**src/rtl/nes_mem_arbiter.sv**
```systemverilog
`default_nettype none
// ============================================================================
// Module   : nes_mem_arbiter
// Brief    : Two-master Avalon-MM arbiter for the shared 8192x32 program/data
//            RAM. Master 0 is the 6502 data port, master 1 the PPU/OAM-DMA
//            engine. Bounded-run round-robin grant, one-cycle read latency
//            routed back to the issuing master by a tag.
// Revision : 1.0 - initial release
// ============================================================================
module nes_mem_arbiter #(
  parameter int MAX_RUN = 4,
  parameter int ADDR_W  = 13
) (
  input  logic              clk,
  input  logic              reset,
  // master 0 : 6502 data port
  input  logic [ADDR_W-1:0] m0_address,
  input  logic [3:0]        m0_byteenable,
  input  logic              m0_read,
  input  logic              m0_write,
  input  logic [31:0]       m0_writedata,
  output logic              m0_waitrequest,
  output logic [31:0]       m0_readdata,
  output logic              m0_readdatavalid,
  // master 1 : PPU / OAM-DMA fetch engine
  input  logic [ADDR_W-1:0] m1_address,
  input  logic [3:0]        m1_byteenable,
  input  logic              m1_read,
  input  logic              m1_write,
  input  logic [31:0]       m1_writedata,
  output logic              m1_waitrequest,
  output logic [31:0]       m1_readdata,
  output logic              m1_readdatavalid,
  // RAM slave
  output logic [ADDR_W-1:0] mem_address,
  output logic [3:0]        mem_byteenable,
  output logic              mem_chipselect,
  output logic              mem_write,
  output logic [31:0]       mem_writedata,
  input  logic [31:0]       mem_readdata
);

  localparam logic [3:0] c_max_run = MAX_RUN[3:0];
  localparam logic [3:0] c_run_sat = 4'hF;

  // arbitration state
  logic       r_last_owner;
  logic [3:0] r_run_cnt;
  // outstanding read response
  logic       r_rd_pend;
  logic       r_rd_tag;

  logic w_m0_req;
  logic w_m1_req;
  logic w_grant;
  logic w_winner;
  logic w_win_read;
  logic w_win_write;
  logic w_rd_issue;

  assign w_m0_req = m0_read | m0_write;
  assign w_m1_req = m1_read | m1_write;

  // Grant decision: the owner keeps the bus under contention until it has
  // used up its run; reset suppresses every grant.
  always_comb begin
    w_grant  = 1'b0;
    w_winner = 1'b0;
    if (!reset) begin
      if (w_m0_req && w_m1_req) begin
        w_grant  = 1'b1;
        w_winner = (r_run_cnt < c_max_run) ? r_last_owner : ~r_last_owner;
      end else if (w_m0_req) begin
        w_grant  = 1'b1;
        w_winner = 1'b0;
      end else if (w_m1_req) begin
        w_grant  = 1'b1;
        w_winner = 1'b1;
      end
    end
  end

  // Request mux toward the RAM; with no grant the select stays on master 0.
  always_comb begin
    w_win_read     = w_winner ? m1_read       : m0_read;
    w_win_write    = w_winner ? m1_write      : m0_write;
    mem_address    = w_winner ? m1_address    : m0_address;
    mem_byteenable = w_winner ? m1_byteenable : m0_byteenable;
    mem_writedata  = w_winner ? m1_writedata  : m0_writedata;
  end

  // A read+write request is treated as a write, so it never expects data.
  assign w_rd_issue     = w_grant & w_win_read & ~w_win_write;
  assign mem_chipselect = w_grant;
  assign mem_write      = w_grant & w_win_write;
  assign m0_waitrequest = ~(w_grant & ~w_winner);
  assign m1_waitrequest = ~(w_grant &  w_winner);

  // Read data is shared; only the valid strobe is steered by the tag. A
  // response that lands while reset is high is dropped.
  assign m0_readdata      = mem_readdata;
  assign m1_readdata      = mem_readdata;
  assign m0_readdatavalid = r_rd_pend & ~r_rd_tag & ~reset;
  assign m1_readdatavalid = r_rd_pend &  r_rd_tag & ~reset;

  // Run counter / owner tracking and read-response tagging.
  always_ff @(posedge clk) begin
    if (reset) begin
      r_last_owner <= 1'b0;
      r_run_cnt    <= 4'd0;
      r_rd_pend    <= 1'b0;
      r_rd_tag     <= 1'b0;
    end else begin
      if (w_grant) begin
        if (w_winner == r_last_owner) begin
          if (r_run_cnt != c_run_sat) begin
            r_run_cnt <= r_run_cnt + 4'd1;
          end
        end else begin
          r_last_owner <= w_winner;
          r_run_cnt    <= 4'd1;
        end
      end else begin
        r_run_cnt <= 4'd0;
      end
      r_rd_pend <= w_rd_issue;
      if (w_rd_issue) begin
        r_rd_tag <= w_winner;
      end
    end
  end

endmodule
`default_nettype wire

```
**config.mk**
```make
export PLATFORM = sky130hd
export DESIGN_NAME = nes_mem_arbiter
export DESIGN_NICKNAME = d
export VERILOG_FILES = /design/src/rtl/nes_mem_arbiter.sv
export SDC_FILE = /design/constraint.sdc
export NUM_CORES = 1
export LEC_CHECK = 0
export BUFFER_PORTS_ARGS = -buffer_cell sky130_fd_sc_hd__clkbuf_2
export CAP_MARGIN = 10
export CORE_AREA = 2 2 98 100
export DETAILED_ROUTE_END_ITERATION = 6
export DIE_AREA = 0 0 100 102
export PLACE_DENSITY = 0.52
export SLEW_MARGIN = 20
export SYNTH_ARGS = -nofsm -noshare
export SYNTH_HDL_FRONTEND = slang
export SYNTH_SLANG_ARGS = --single-unit
export TNS_END_PERCENT = 10
```
**constraint.sdc**
```tcl
create_clock -name clk -period 3.9 [get_ports clk]
set_clock_uncertainty 0.05 [all_clocks]
set_input_delay 0.78 -clock clk [delete_from_list [all_inputs] [get_ports clk]]
set_output_delay 0.78 -clock clk [all_outputs]
set_load 0.02 [all_outputs]
```
==> flow_metrics.env, run 1 <==
export IMPL_dr_max_layer_used="met4"
export IMPL_final_common_cell="clkbuf_2"
export IMPL_drtAntennaViolNets=0
export IMPL_p_total_w=0.000488
export IMPL_drive_above_1_share_pct=82.1
export IMPL_grt_usage_pct=8.24
export IMPL_htreeDepth=1
export IMPL_ff_latch_area_um2=140
export IMPL_crit_path_max_incr_delay_ns=0.40
export IMPL_cts_root_buf="clkbuf_8"
export IMPL_synth_cell_types=28
export IMPL_drt_pass1_iterations=4
export IMPL_yosysWarnings=0
export IMPL_core_area_mm2=0.00911
export IMPL_ys_seq_area_share_pct=8.04
export IMPL_syn_cell_area_mm2=0.00174
export IMPL_worst_slack_ns=0.656
export IMPL_numCtsBuffers=3
export IMPL_p_leak_nw=1.29
export IMPL_fin_area_mm2=0.00213
export IMPL_ys_ff_latch=7
export IMPL_drtIter0Drc=23
export IMPL_worst_setup_path_type="input pin to output port"
export IMPL_drt_met1_wl_um=1800
export IMPL_gp_congestion=0.735
export IMPL_post_route_period_util_pct=83.2
export IMPL_layout_common_cells="clkbuf_2, mux2_4, nor2_1, dfxtp_1, nand3_1"
export IMPL_vias=1489
export IMPL_hp_class="register to register"
export IMPL_min_period_ns=3.24
export IMPL_die_area_mm2=0.0102
export IMPL_max_vdd_ir_drop_v=0.000151
export IMPL_grt_pass1_vias=1340
export IMPL_fillers=983
export IMPL_maxSlewHeadroom_pct=62.6
export IMPL_cpLargestDelayFamily="simple AND/OR/NAND/NOR gates"
export IMPL_cp_data_required_time_ns=3.07
export IMPL_clock_path_buffers=2
export IMPL_insertion_delay_ns=0.22
export IMPL_grt_pass1_wl_um=6640
export IMPL_finalHoldViolations=0
export IMPL_hpwl_um=4350
export IMPL_post_cts_buffers=0
export IMPL_cp_cell_sequence="clkbuf_2 -> nor2_1 -> nor2_2 -> nand2_8 -> mux2_2 -> clkbuf_2"
export IMPL_rsz0062_at_grt="no"
export IMPL_rrSetupSlack_ns=2.11
export IMPL_crit_arrival_ns=2.41
export IMPL_hold_buffers=0
export IMPL_postSynthAreaPerCell_um2=10.3
export IMPL_gr_total_overflow=0
export IMPL_wl_per_cell_um=13.5
export IMPL_crit_top_cell="clkbuf_2"
export IMPL_num_rows=35
export IMPL_outcome="completed"
export IMPL_powerDensity_mw_per_mm2=229
export IMPL_area_delta_synth_final_pct=22.4
export IMPL_cts_tree="yes"
export IMPL_cts_reportedPaths_clkPinSlew_ns=0.04
export IMPL_fmax_ghz=0.308
export IMPL_placed_area_mm2=0.00209
export IMPL_dieHeight_um=102
export IMPL_cts_sinks=7
export IMPL_grt_antenna_before_repair=0
export IMPL_start_util_pct=19.1
export IMPL_slew_violations=0
export IMPL_critPathBufInv=2
export IMPL_netlist_instances=170
export IMPL_synth_nets=307
export IMPL_post_place_ws_ns=0.665
export IMPL_cts_repair_resized=0
export IMPL_fin_tns_setup_ns=0
export IMPL_dr_wl_met2_um=2530
export IMPL_start_kind="input pin"
export IMPL_vias_per_cell=3.99
export IMPL_final_net_count=400
export IMPL_worst_setup_path_end_kind="output port"
export IMPL_drc=0
export IMPL_multi_input_comb_area_mm2=0.00101
export IMPL_crit_path_top_delay_cell="nand2_8"
export IMPL_die_x_um=100
export IMPL_tightestPinTransition_ns=0.560
export IMPL_wl_met3_um=666
export IMPL_finalSetupViolations=0
export IMPL_wl_um=5020
export IMPL_grt_max_degree=53
export IMPL_io_buffers=158
export IMPL_maxCapViolCount=0
export IMPL_diodes=0
export IMPL_io_pins=255
export IMPL_crit_fanout=52
[registers in the layout, summed over array words and instances, names as in the netlist]
signal / count
r_rd_tag: 1
r_last_owner: 1
r_run_cnt: 4
r_rd_pend: 1
[power breakdown]
| part | internal, W | switching (W) |
|---|---|---|
| clock network | 0.0000706 | 0.0000300 |
| registers | 0.0000775 | 0.00000532 |
| logic | 0.000154 | 0.000150 |
| total | 0.000302 | 0.000186 |
[layout make-up]
cell class              instances  share of cell area (%)
repair buffers                158                    37.1
well taps                     111                    6.51
multi-input cells              91                    47.4
inverters                       2                   0.352
clock buffers                   4                    2.11
flip-flops and latches          7                    6.57
[path summary, 6_finish.rpt]
check	from	end	cells after the start
max	m1_read	mem_writedata[31]	6
min	r_rd_tag	r_rd_tag	2
max reg2reg	r_run_cnt[3]	r_rd_pend	4
min reg2reg	r_rd_tag	r_rd_tag	2
[Yosys cell counts, drive strengths merged]
master / count / share of area, %
a21oi: 3 / 0.86
nand3b: 1 / 0.43
nor3: 2 / 0.57
nand3: 4 / 1.1
mux2i: 2 / 1.1
o21ai: 3 / 0.86
o311ai: 2 / 1.0
inv: 2 / 0.43
nor2: 8 / 1.9
and2: 1 / 0.36
clkbuf: 1 / 0.22
nand2: 4 / 1.8
buf: 69 / 33
dfxtp: 7 / 8.0
xnor2: 1 / 0.50
or3: 1 / 0.65
mux2: 50 / 42
and3: 1 / 0.36
nor3b: 2 / 0.86
a211o: 1 / 0.50
a21o: 1 / 0.86
ha: 1 / 0.72
a31oi: 3 / 1.1
[metal layers]
metal / track usage [%] / vias to the layer above
li1: - / 706
met1: 8.86 / 656
met2: 14.8 / 121
met3: 4.17 / 6
met4: 1.37 / 0
met5: 0 / -
[metrics by stage]
step	utilization (%)	std cells	hold slack (ns)
detailed placement	22.9	369	0.452
CTS	23.4	373	0.458
global route	23.4	373	0.503
floorplan	-	170	0.419
finish	23.4	373	0.450
global placement	22.9	369	0.452
[kinds of logic after synthesis]
group	Yosys count	share of synthesized area (%)
DFF	7	8.04
buffers and inverters	72	34.0
xor gates and xnor gates	1	0.503
and+or+nand+nor	24	8.04
adders and majority gates	1	0.718
muxes	52	43.6
AOI/OAI and AO/OA	13	5.17
[tightest hold or removal path, cell delays in order (launching register included)]
cell	delay, ns
dfxtp_1	0.32
nand2_1	0.06
a31oi_1	0.06
Note: power is estimated with default switching activity, not from simulation.
==> run 2: changes to the inputs <==
clock period = 3.2 ns   (was 3.9 ns; I/O delays follow)
==> run 2 against run 1 <==
Effect of this change: critical endpoint unchanged; core utilization is 0.082 points higher; critical path type is now register to output port; worst setup slack worse by 0.40 ns; global-route usage is 0.085 points higher.
==> flow_metrics.env, run 2 (same netlist as run 1, synthesis figures left out) <==
export IMPL_maxSlewHeadroom_pct=63.5
export IMPL_largest_register="r_run_cnt"
export IMPL_fmax_ghz=0.340
export IMPL_wl_um=5090
export IMPL_crit_arrival_ns=2.25
export IMPL_grt_max_degree=53
export IMPL_dieHeight_um=102
export IMPL_cts_sinks=7
export IMPL_cts_root_buf="clkbuf_8"
export IMPL_largest_register_ffs=4
export IMPL_p_switching_w=0.000231
export IMPL_hold_depth=2
export IMPL_drc=0
export IMPL_grt_pass1_vias=1391
export IMPL_tightestPinTransition_ns=0.548
export IMPL_worst_setup_path_type="register to output port"
export IMPL_drive_above_1_share_pct=82.1
export IMPL_cts_reportedPaths_clkPinSlew_ns=0.04
export IMPL_hpwl_um=4440
export IMPL_grt_usage_pct=8.32
export IMPL_start_util_pct=19.1
export IMPL_outcome="completed"
export IMPL_core_area_mm2=0.00911
export IMPL_io_buffers=158
export IMPL_hp_class="register to register"
export IMPL_rrSetupSlack_ns=1.43
export IMPL_cts_tree="yes"
export IMPL_hold_end="r_rd_tag"
export IMPL_rsz0062_at_grt="no"
export IMPL_timing_hold_ws_ns=0.448
export IMPL_htreeDepth=1
export IMPL_gp_congestion=0.697
export IMPL_post_route_period_util_pct=91.9
export IMPL_insertion_delay_ns=0.23
export IMPL_crit_fanout=52
export IMPL_clock_path_buffers=2
export IMPL_seqPwrFrac_pct=16.8
export IMPL_num_rows=35
export IMPL_die_x_um=100
export IMPL_drtAntennaViolNets=0
export IMPL_area_delta_synth_final_pct=22.8
export IMPL_final_common_cell="clkbuf_2"
export IMPL_rr_endpoint="r_rd_pend"
export IMPL_diodes=0
export IMPL_vias=1485
export IMPL_hold_path_startpoint="r_rd_tag"
export IMPL_start_kind="register"
export IMPL_switching_share_pct=38.5
export IMPL_finalSetupViolations=0
export IMPL_worst_setup_path_end_kind="output port"
export IMPL_min_period_ns=2.94
export IMPL_hold_buffers=0
export IMPL_p_int_w=0.000369
export IMPL_pwr_share_clk_pct=21.4
export IMPL_fin_tns_setup_ns=0
export IMPL_drt_pass1_iterations=3
export IMPL_max_vdd_ir_drop_v=0.000123
export IMPL_io_pins=255
export IMPL_finalHoldViolations=0
export IMPL_wl_per_cell_um=13.6
export IMPL_p_leak_nw=1.29
export IMPL_slew_violations=0
export IMPL_drtIter0Drc=19
export IMPL_vias_per_cell=3.97
export IMPL_cts_repair_resized=0
export IMPL_reg2reg_depth=4
export IMPL_post_cts_buffers=0
export IMPL_gr_total_overflow=0
export IMPL_grt_antenna_before_repair=0
export IMPL_cp_data_required_time_ns=2.51
export IMPL_r2r_start="r_run_cnt[3]"
export IMPL_fillers=1004
export IMPL_die_area_mm2=0.0102
export IMPL_powerDensity_mw_per_mm2=280
export IMPL_maxCapViolCount=0
export IMPL_comb_power_share_pct=61.8
export IMPL_grt_pass1_wl_um=6710
export IMPL_numCtsBuffers=3
export IMPL_layout_common_cells="clkbuf_2, mux2_4, nor2_1, dfxtp_1, nand3_1"
export IMPL_final_net_count=401
[run 2: cell types whose count changed in the layout (fill, tap and decap cells not counted), sizes merged]
cell	before	now
buf	0	1
[run 2: critical path, cell delays in order (launching register included)]
cell and delay (ns):
dfxtp_1 0.36, or3_4 0.41, a21o_4 0.26, nand2_8 0.37
mux2_2 0.40, clkbuf_2 0.16
[run 2: worst max-delay path by stage]
stage | slack (ns) | to | from | depth (start not counted)
2_1_floorplan | 0.84 | mem_writedata[21] | m1_read | 5
3_3_place_gp | 0.40 | mem_writedata[9] | m0_write | 6
3_5_place_dp | 0.36 | mem_writedata[9] | m0_write | 6
4_1_cts | 0.26 | mem_writedata[31] | r_run_cnt[3] | 5
5_1_grt | 0.17 | mem_writedata[31] | r_run_cnt[3] | 5
6_report | 0.26 | mem_writedata[31] | r_run_cnt[3] | 5
[run 2: power groups by stage]
stage / clock network (W) / registers (W) / logic, W
6_report: 0.000128 / 0.000101 / 0.000371
5_1_grt: 0.000136 / 0.000102 / 0.000397
4_1_cts: 0.000132 / 0.000101 / 0.000376
3_5_place_dp: 0 / 0.000102 / 0.000375
3_3_place_gp: 0 / 0.000102 / 0.000371
2_1_floorplan: 0 / 0.000101 / 0.000373
[run 2: through the flow]
step	power, W	setup WS [ns]	util, %	cells	area, um^2
4_1_cts	0.000609	0.259	23.5	374	2140
3_3_place_gp	0.000473	0.397	23.0	370	2100
3_5_place_dp	0.000477	0.360	23.0	370	2100
6_report	0.000600	0.258	23.5	374	2140
2_1_floorplan	0.000474	0.844	-	170	1740
5_1_grt	0.000635	0.172	23.5	374	2140
[run 2: area by class of cell]
type / instances / area [um^2] / area share (%)
Multi-Input combinational cell: 91 / 1010 / 47.2
Timing Repair Buffer: 159 / 798 / 37.3
Tap cell: 111 / 139 / 6.49
Inverter: 2 / 7.51 / 0.351
Clock buffer: 4 / 45.0 / 2.10
Sequential cell: 7 / 140 / 6.55
[run 2: per-layer routing]
layer  up-vias  part of all wire, %  global-route usage, %
met4         0                 0.31                   1.69
met3         4                   14                   4.65
met1       659                   35                   8.37
met5         -                    0                      0
met2       114                   51                   15.2
li1        708                    -                      -
